`config.mk`:
```
export PLATFORM = sky130hd
export DESIGN_NAME = imem_boot_loader
export DESIGN_NICKNAME = d
export VERILOG_FILES = /design/src/rtl/imem_boot_loader.sv
export SDC_FILE = /design/constraint.sdc
export NUM_CORES = 1
export LEC_CHECK = 0
export ABC_AREA = 1
export CORE_UTILIZATION = 52
export DETAILED_ROUTE_END_ITERATION = 8
export PLACE_DENSITY = 0.76
export SLEW_MARGIN = 20
export SYNTH_ARGS = -nofsm -noshare
export SYNTH_HDL_FRONTEND = slang
export SYNTH_SLANG_ARGS = --single-unit
```
`constraint.sdc`:
```
create_clock -name clk -period 8.4 [get_ports clk]
set_input_delay 1.68 -clock clk [delete_from_list [all_inputs] [get_ports clk]]
set_output_delay 1.68 -clock clk [all_outputs]
set_load 0.02 [all_outputs]
```
`src/rtl/imem_boot_loader.sv`:
```
// Streams a big-endian length-prefixed program image into instruction memory and
// holds the core in reset until it is complete. Define IMEM_LOADER_CHECKSUM_EN for a trailing XOR checksum byte.
module imem_boot_loader #(
    parameter int unsigned ADDR_W    = 8,
    parameter int unsigned BASE_ADDR = 0
) (
    input  logic              clk,
    input  logic              rst,
    input  logic              start,
    input  logic [7:0]        in_byte,
    input  logic              in_valid,
    output logic              in_ready,
    output logic              imem_we,
    output logic [ADDR_W-1:0] imem_waddr,
    output logic [31:0]       imem_wdata,
    output logic              core_rst_n,
    output logic              busy,
    output logic              done,
    output logic              error,
    output logic [ADDR_W:0]   words_loaded
);

    localparam logic [2:0] S_IDLE   = 3'd0;
    localparam logic [2:0] S_LEN_HI = 3'd1;
    localparam logic [2:0] S_LEN_LO = 3'd2;
    localparam logic [2:0] S_DATA   = 3'd3;
    localparam logic [2:0] S_WLAST  = 3'd4;
`ifdef IMEM_LOADER_CHECKSUM_EN
    localparam logic [2:0] S_CHK    = 3'd5;
`endif
    localparam logic [2:0] S_DONE   = 3'd6;
    localparam logic [2:0] S_ERROR  = 3'd7;

    localparam logic [ADDR_W-1:0] BASE  = ADDR_W'(BASE_ADDR);
    localparam int unsigned       DEPTH = 1 << ADDR_W;

    logic [2:0]        state_q, state_d;
    logic [7:0]        len_hi_q, len_hi_d;
    logic [16:0]       rem_q, rem_d;
    logic [1:0]        bcnt_q, bcnt_d;
    logic [23:0]       shift_q, shift_d;
    logic              imem_we_q, imem_we_d;
    logic [ADDR_W-1:0] waddr_q, waddr_d;
    logic [31:0]       wdata_q, wdata_d;
    logic [ADDR_W:0]   words_q, words_d;
    logic [15:0]       len_n;
    logic              accept;
`ifdef IMEM_LOADER_CHECKSUM_EN
    logic [7:0]        csum_q, csum_d;
`endif

    always_comb begin
        in_ready = (state_q == S_LEN_HI) || (state_q == S_LEN_LO) || (state_q == S_DATA);
`ifdef IMEM_LOADER_CHECKSUM_EN
        in_ready = in_ready || (state_q == S_CHK);
`endif
    end

    assign accept       = in_valid && in_ready;
    assign busy         = (state_q != S_IDLE) && (state_q != S_DONE) && (state_q != S_ERROR);
    assign done         = (state_q == S_DONE);
    assign error        = (state_q == S_ERROR);
    assign core_rst_n   = (state_q == S_DONE);
    assign imem_we      = imem_we_q;
    assign imem_waddr   = waddr_q;
    assign imem_wdata   = wdata_q;
    assign words_loaded = words_q;

    always_comb begin
        state_d   = state_q;
        len_hi_d  = len_hi_q;
        rem_d     = rem_q;
        bcnt_d    = bcnt_q;
        shift_d   = shift_q;
        imem_we_d = 1'b0;
        waddr_d   = waddr_q;
        wdata_d   = wdata_q;
        words_d   = words_q;
        len_n     = {len_hi_q, in_byte};
`ifdef IMEM_LOADER_CHECKSUM_EN
        csum_d    = csum_q;
`endif

        // Address/count advance the cycle after the strobe so both stay stable while imem_we is high.
        if (imem_we_q) begin
            waddr_d = waddr_q + 1'b1;
            words_d = words_q + 1'b1;
        end

        case (state_q)
            S_IDLE, S_DONE, S_ERROR: begin
                if (start) begin
                    state_d = S_LEN_HI;
                    waddr_d = BASE;
                    words_d = '0;
                    bcnt_d  = '0;
`ifdef IMEM_LOADER_CHECKSUM_EN
                    csum_d  = '0;
`endif
                end
            end
            S_LEN_HI: begin
                if (accept) begin
                    len_hi_d = in_byte;
                    state_d  = S_LEN_LO;
                end
            end
            S_LEN_LO: begin
                if (accept) begin
                    rem_d = {1'b0, len_n};
                    if (len_n == 16'd0)
                        state_d = S_DONE;
                    else if (32'(len_n) > DEPTH)
                        state_d = S_ERROR;
                    else
                        state_d = S_DATA;
                end
            end
            S_DATA: begin
                if (accept) begin
                    bcnt_d  = bcnt_q + 2'd1;
                    shift_d = {shift_q[15:0], in_byte};
                    if (bcnt_q == 2'd3) begin
                        imem_we_d = 1'b1;
                        wdata_d   = {shift_q, in_byte};
                        rem_d     = rem_q - 17'd1;
                        if (rem_q == 17'd1)
                            state_d = S_WLAST;
                    end
                end
            end
            S_WLAST: begin
`ifdef IMEM_LOADER_CHECKSUM_EN
                state_d = S_CHK;
`else
                state_d = S_DONE;
`endif
            end
`ifdef IMEM_LOADER_CHECKSUM_EN
            S_CHK: begin
                if (accept)
                    state_d = (in_byte == csum_q) ? S_DONE : S_ERROR;
            end
`endif
            default: state_d = S_IDLE;
        endcase

`ifdef IMEM_LOADER_CHECKSUM_EN
        if (accept && (state_q != S_CHK))
            csum_d = csum_q ^ in_byte;
`endif
    end

    always_ff @(posedge clk or posedge rst) begin
        if (rst) begin
            state_q   <= S_IDLE;
            len_hi_q  <= '0;
            rem_q     <= '0;
            bcnt_q    <= '0;
            shift_q   <= '0;
            imem_we_q <= 1'b0;
            waddr_q   <= BASE;
            wdata_q   <= '0;
            words_q   <= '0;
`ifdef IMEM_LOADER_CHECKSUM_EN
            csum_q    <= '0;
`endif
        end else begin
            state_q   <= state_d;
            len_hi_q  <= len_hi_d;
            rem_q     <= rem_d;
            bcnt_q    <= bcnt_d;
            shift_q   <= shift_d;
            imem_we_q <= imem_we_d;
            waddr_q   <= waddr_d;
            wdata_q   <= wdata_d;
            words_q   <= words_d;
`ifdef IMEM_LOADER_CHECKSUM_EN
            csum_q    <= csum_d;
`endif
        end
    end

endmodule

```
==> impl.org <==
** Final layout
- Fill cells in the final layout number 801.
- Final Net Count :: 650
- Cell area after layout :: 5610 sq um
- Ratio of cells with drive above 1 in the final layout :: 0.0486
- Final non-filler cell total :: 746
- P&R area growth vs syn :: 17.1%
- Diode insertion count for antenna repair :: 0
- Once layout is complete, the utilization of the core stands at 0.637.

** Global routing
- Largest net degree at the start of global routing :: 59
- Grt total ovfl :: 0
- First-pass GRT wire length :: 18000 um
- Overall Global Routing Usage :: 0.234
- The initial antenna violation count came to 0.
- Via count of the first global-routing pass :: 3827

** CTS
- Clock tree root driver cell :: sky130_fd_sc_hd__clkbuf_8
- Counting every sink on the clock net gives 104.
- Worst-path clk slew :: 0.10 ns
- Gates resized during post-CTS repair numbered 0.
- Maximum buffer depth of the clock tree :: 2
- TritonCTS clock tree :: yes
- In this run the post-CTS setup repair buffer count came out at 0.
- Cts-stage hold buffer count :: 0
- For the worst-skew pair, the clock arrives at the later sink with an insertion delay of 0.37 ns.
- Number of buffers created by CTS :: 9
- CTS built an H-tree with a depth of 3.

** Setup path
- Master of the slowest instance on the critical path :: sky130_fd_sc_hd__nand3_2
- Maximum single-stage delay on the critical path :: 0.80 ns
- STA classifies the critical path endpoint as a flop.
- Traced cell by cell, the critical path runs through clkdlybuf4s50_1 -> nand3_2 -> nand2_2 -> inv_2 -> a21oi_1 -> o21ai_0.
- In this run the worst path has a maximum fanout of 58.
- Kind of critical path :: in -> reg
- Data required time at the worst endpoint :: 8.65 ns
- The worst setup path is launched from a primary input.
- Data on the critical path arrives at its endpoint at 4.32 ns.

** Yosys
- Yosys mapped the design onto 31 distinct sky130hd cell types.
- Cells after synthesis :: 578
- Fraction of post-synthesis cell area in the top cell type by area :: 0.543
- Synth top area cells :: sky130_fd_sc_hd__dfrtp_1, sky130_fd_sc_hd__nand2_1, sky130_fd_sc_hd__o21ai_0
- Syn_area_per_cell :: 8.29 sq um
- The share of the Yosys chip area taken by registers is 0.543.
- Total of warnings raised by yosys :: 0
- Number of synthesized flops with an enable pin :: 0
- In the synthesized netlist the async set-or-reset flop fraction comes to 1.00.
- Flip-flop and latch count after synthesis :: 104
- Post-synth top cells :: sky130_fd_sc_hd__nand2_1, sky130_fd_sc_hd__dfrtp_1, sky130_fd_sc_hd__o21ai_0, sky130_fd_sc_hd__nor2_1, sky130_fd_sc_hd__inv_1
- In this run the cell area of the synthesized design comes to 4790 sq um.
- Among all cell types in the netlist, the one instantiated most often is sky130_fd_sc_hd__nand2_1.
- In the synthesized netlist the dominant register cell turns out to be sky130_fd_sc_hd__dfrtp_1.
- Post-synth net total :: 595
- Summed over all instances, the cell type with the most area after synthesis is sky130_fd_sc_hd__dfrtp_1.

** STA
- Final setup violation count :: 0
- Post-route setup TNS :: 0 ns
- Final hold viol count :: 0
- Actual transition at the worst max-transition pin :: 1.04 ns
- The number of pins with negative max-slew slack in the final report is 0.
- In this run the tightest slew margin relative to its limit is 0.303.
- Achievable clock frequency :: 246 MHz
- Of the available clock period, the critical path in the final layout requires 0.484.
- Post-route clock skew :: 0.0123 ns
- Final critical path time including I/O delays and setup :: 4.07 ns
- Unrepaired setup endpoints after global routing :: no

** Placement
- Including well taps, the total number of placed cells is 730.
- Placed instance area :: 5430 sq um
- The wire-length estimate of the detail-placed layout is 7220 um.
- Count of buffers from port buffering :: 66
- RePlAce Congestion :: 0.829

** Detailed routing
- Using the TritonRoute via totals, the vias-per-cell ratio works out to 5.31.
- Routed WL :: 10300 um
- Wirelength per Cell :: 13.8 um
- The pre-antenna-repair detailed-routing pass consisted of 7 iterations.
- Routed Antenna Nets :: 0
- Total number of vias :: 3962
- For this run, design rule violations remaining after detail routing come to 5.
- Initial DRC Count :: 210

** Die
- The floorplan has 34 rows.
- The initial utilization of the core area, before any placement, comes to 0.544.
- Area of the die :: 9610 sq um
- Die boundary width :: 98.0 um
- The die is 98.0 um tall.
- The total area inside the core boundary comes to 8810 sq um.
- For this design the top-level I/O count stands at 67.

** Outcome
- The run finished, with violations left.
- The checks that failed: design-rule violations.

** Run
- The tool flagged a number of max-cap violations equal to 0.

** Power and ir drop
- Across the VDD grid, the largest voltage drop is 0.156 mV.
- Static leakage :: 2.63 nW
- Power spread over the standard cell area amounts to 293 nW/um^2.

** Min path
- The path class of the tightest hold or removal check is reg -> reg.
==> report_power, final <==
part	switching (W)	leakage (nW)	internal, W
logic	0.000365	1.15	0.000218
clock network	0.000182	0.0960	0.000120
registers	0.000115	1.38	0.000644
total	0.000662	2.63	0.000982
==> registers in the layout, summed over array words and instances, names as in the netlist <==
name and flops:
state_q 3, bcnt_q 2, imem_wdata 32, words_loaded 9, rem_q 17, imem_waddr 8, imem_we 1, shift_q 24
len_hi_q 8
==> final cells by class <==
type	instances	area, sq um	share of cell area
well taps	108	135	0.0241
clock inverters	5	38.8	0.00691
repair buffers	67	668	0.119
flip-flops and latches	104	2600	0.464
inverters	58	220	0.0392
multi-input cells	393	1810	0.322
clock buffers	11	141	0.0252
==> cell families (layout without fill, tap and decap cells) <==
logic type      after synthesis  in the layout  share of synthesized area
compound gates              114            114                      0.124
xor+xnor                      6              6                     0.0110
fa+ha+maj                     5              5                     0.0131
buf+inv                      81            141                     0.0804
flops                       104            104                      0.543
simple gates                268            268                      0.229
==> final timing paths <==
kind,from,endpoint,slack (ns),cells after the start
max in group asynchronous,rst,imem_wdata[15]$_DFFE_PP0P_,5.56,3
min in group asynchronous,rst,imem_wdata[31]$_DFFE_PP0P_,1.73,2
worst max register to register,state_q[0]$_DFFE_PP0P_,rem_q[2]$_DFFE_PP0P_,4.83,7
worst min-delay path,shift_q[22]$_DFFE_PP0P_,imem_wdata[30]$_DFFE_PP0P_,0.47,2
worst max-delay path,in_valid,rem_q[2]$_DFFE_PP0P_,4.33,6
worst min register to register,shift_q[22]$_DFFE_PP0P_,imem_wdata[30]$_DFFE_PP0P_,0.47,2
==> routing by layer <==
| metal | vias to the layer above | wire (um) | global-route usage |
|---|---|---|---|
| li1 | 1955 | - | - |
| met1 | 1906 | 4810 | 0.327 |
| met2 | 90 | 4940 | 0.380 |
| met3 | 11 | 436 | 0.0286 |
| met4 | 0 | 125 | 0.0793 |
| met5 | - | 0 | 0 |
==> layout by cell type, fill, tap and decap left out, drive strengths merged <==
cell,count
o21a,1
o21ai,91
a22oi,1
clkdlybuf4s50,66
ha,5
o22ai,3
nand3b,1
xor2,6
a21oi,15
nor3,6
a21boi,1
nand2,164
clkinv,3
inv,60
nand4,5
o211ai,1
nor3b,2
a31oi,1
nand3,21
dfrtp,104
nor2,69
buf,1
clkbuf,11
==> stage by stage <==
step	power [W]	setup slack [ns]	hold WS (ns)
floorplan	0.00116	3.99	0.442
global placement	0.00132	4.03	0.456
detailed placement	0.00135	3.91	0.459
CTS	0.00165	4.31	0.479
global route	0.00176	4.02	0.508
finish	0.00164	4.33	0.475
==> worst max-delay path: cells and delay by family <==
kind,cells,cell delay [ns]
AO/OA/AOI/OAI,2,0.25
buffers and inverters,2,0.81
AND/OR/NAND/NOR,2,1.57
Note: power is estimated with default switching activity, not from simulation.
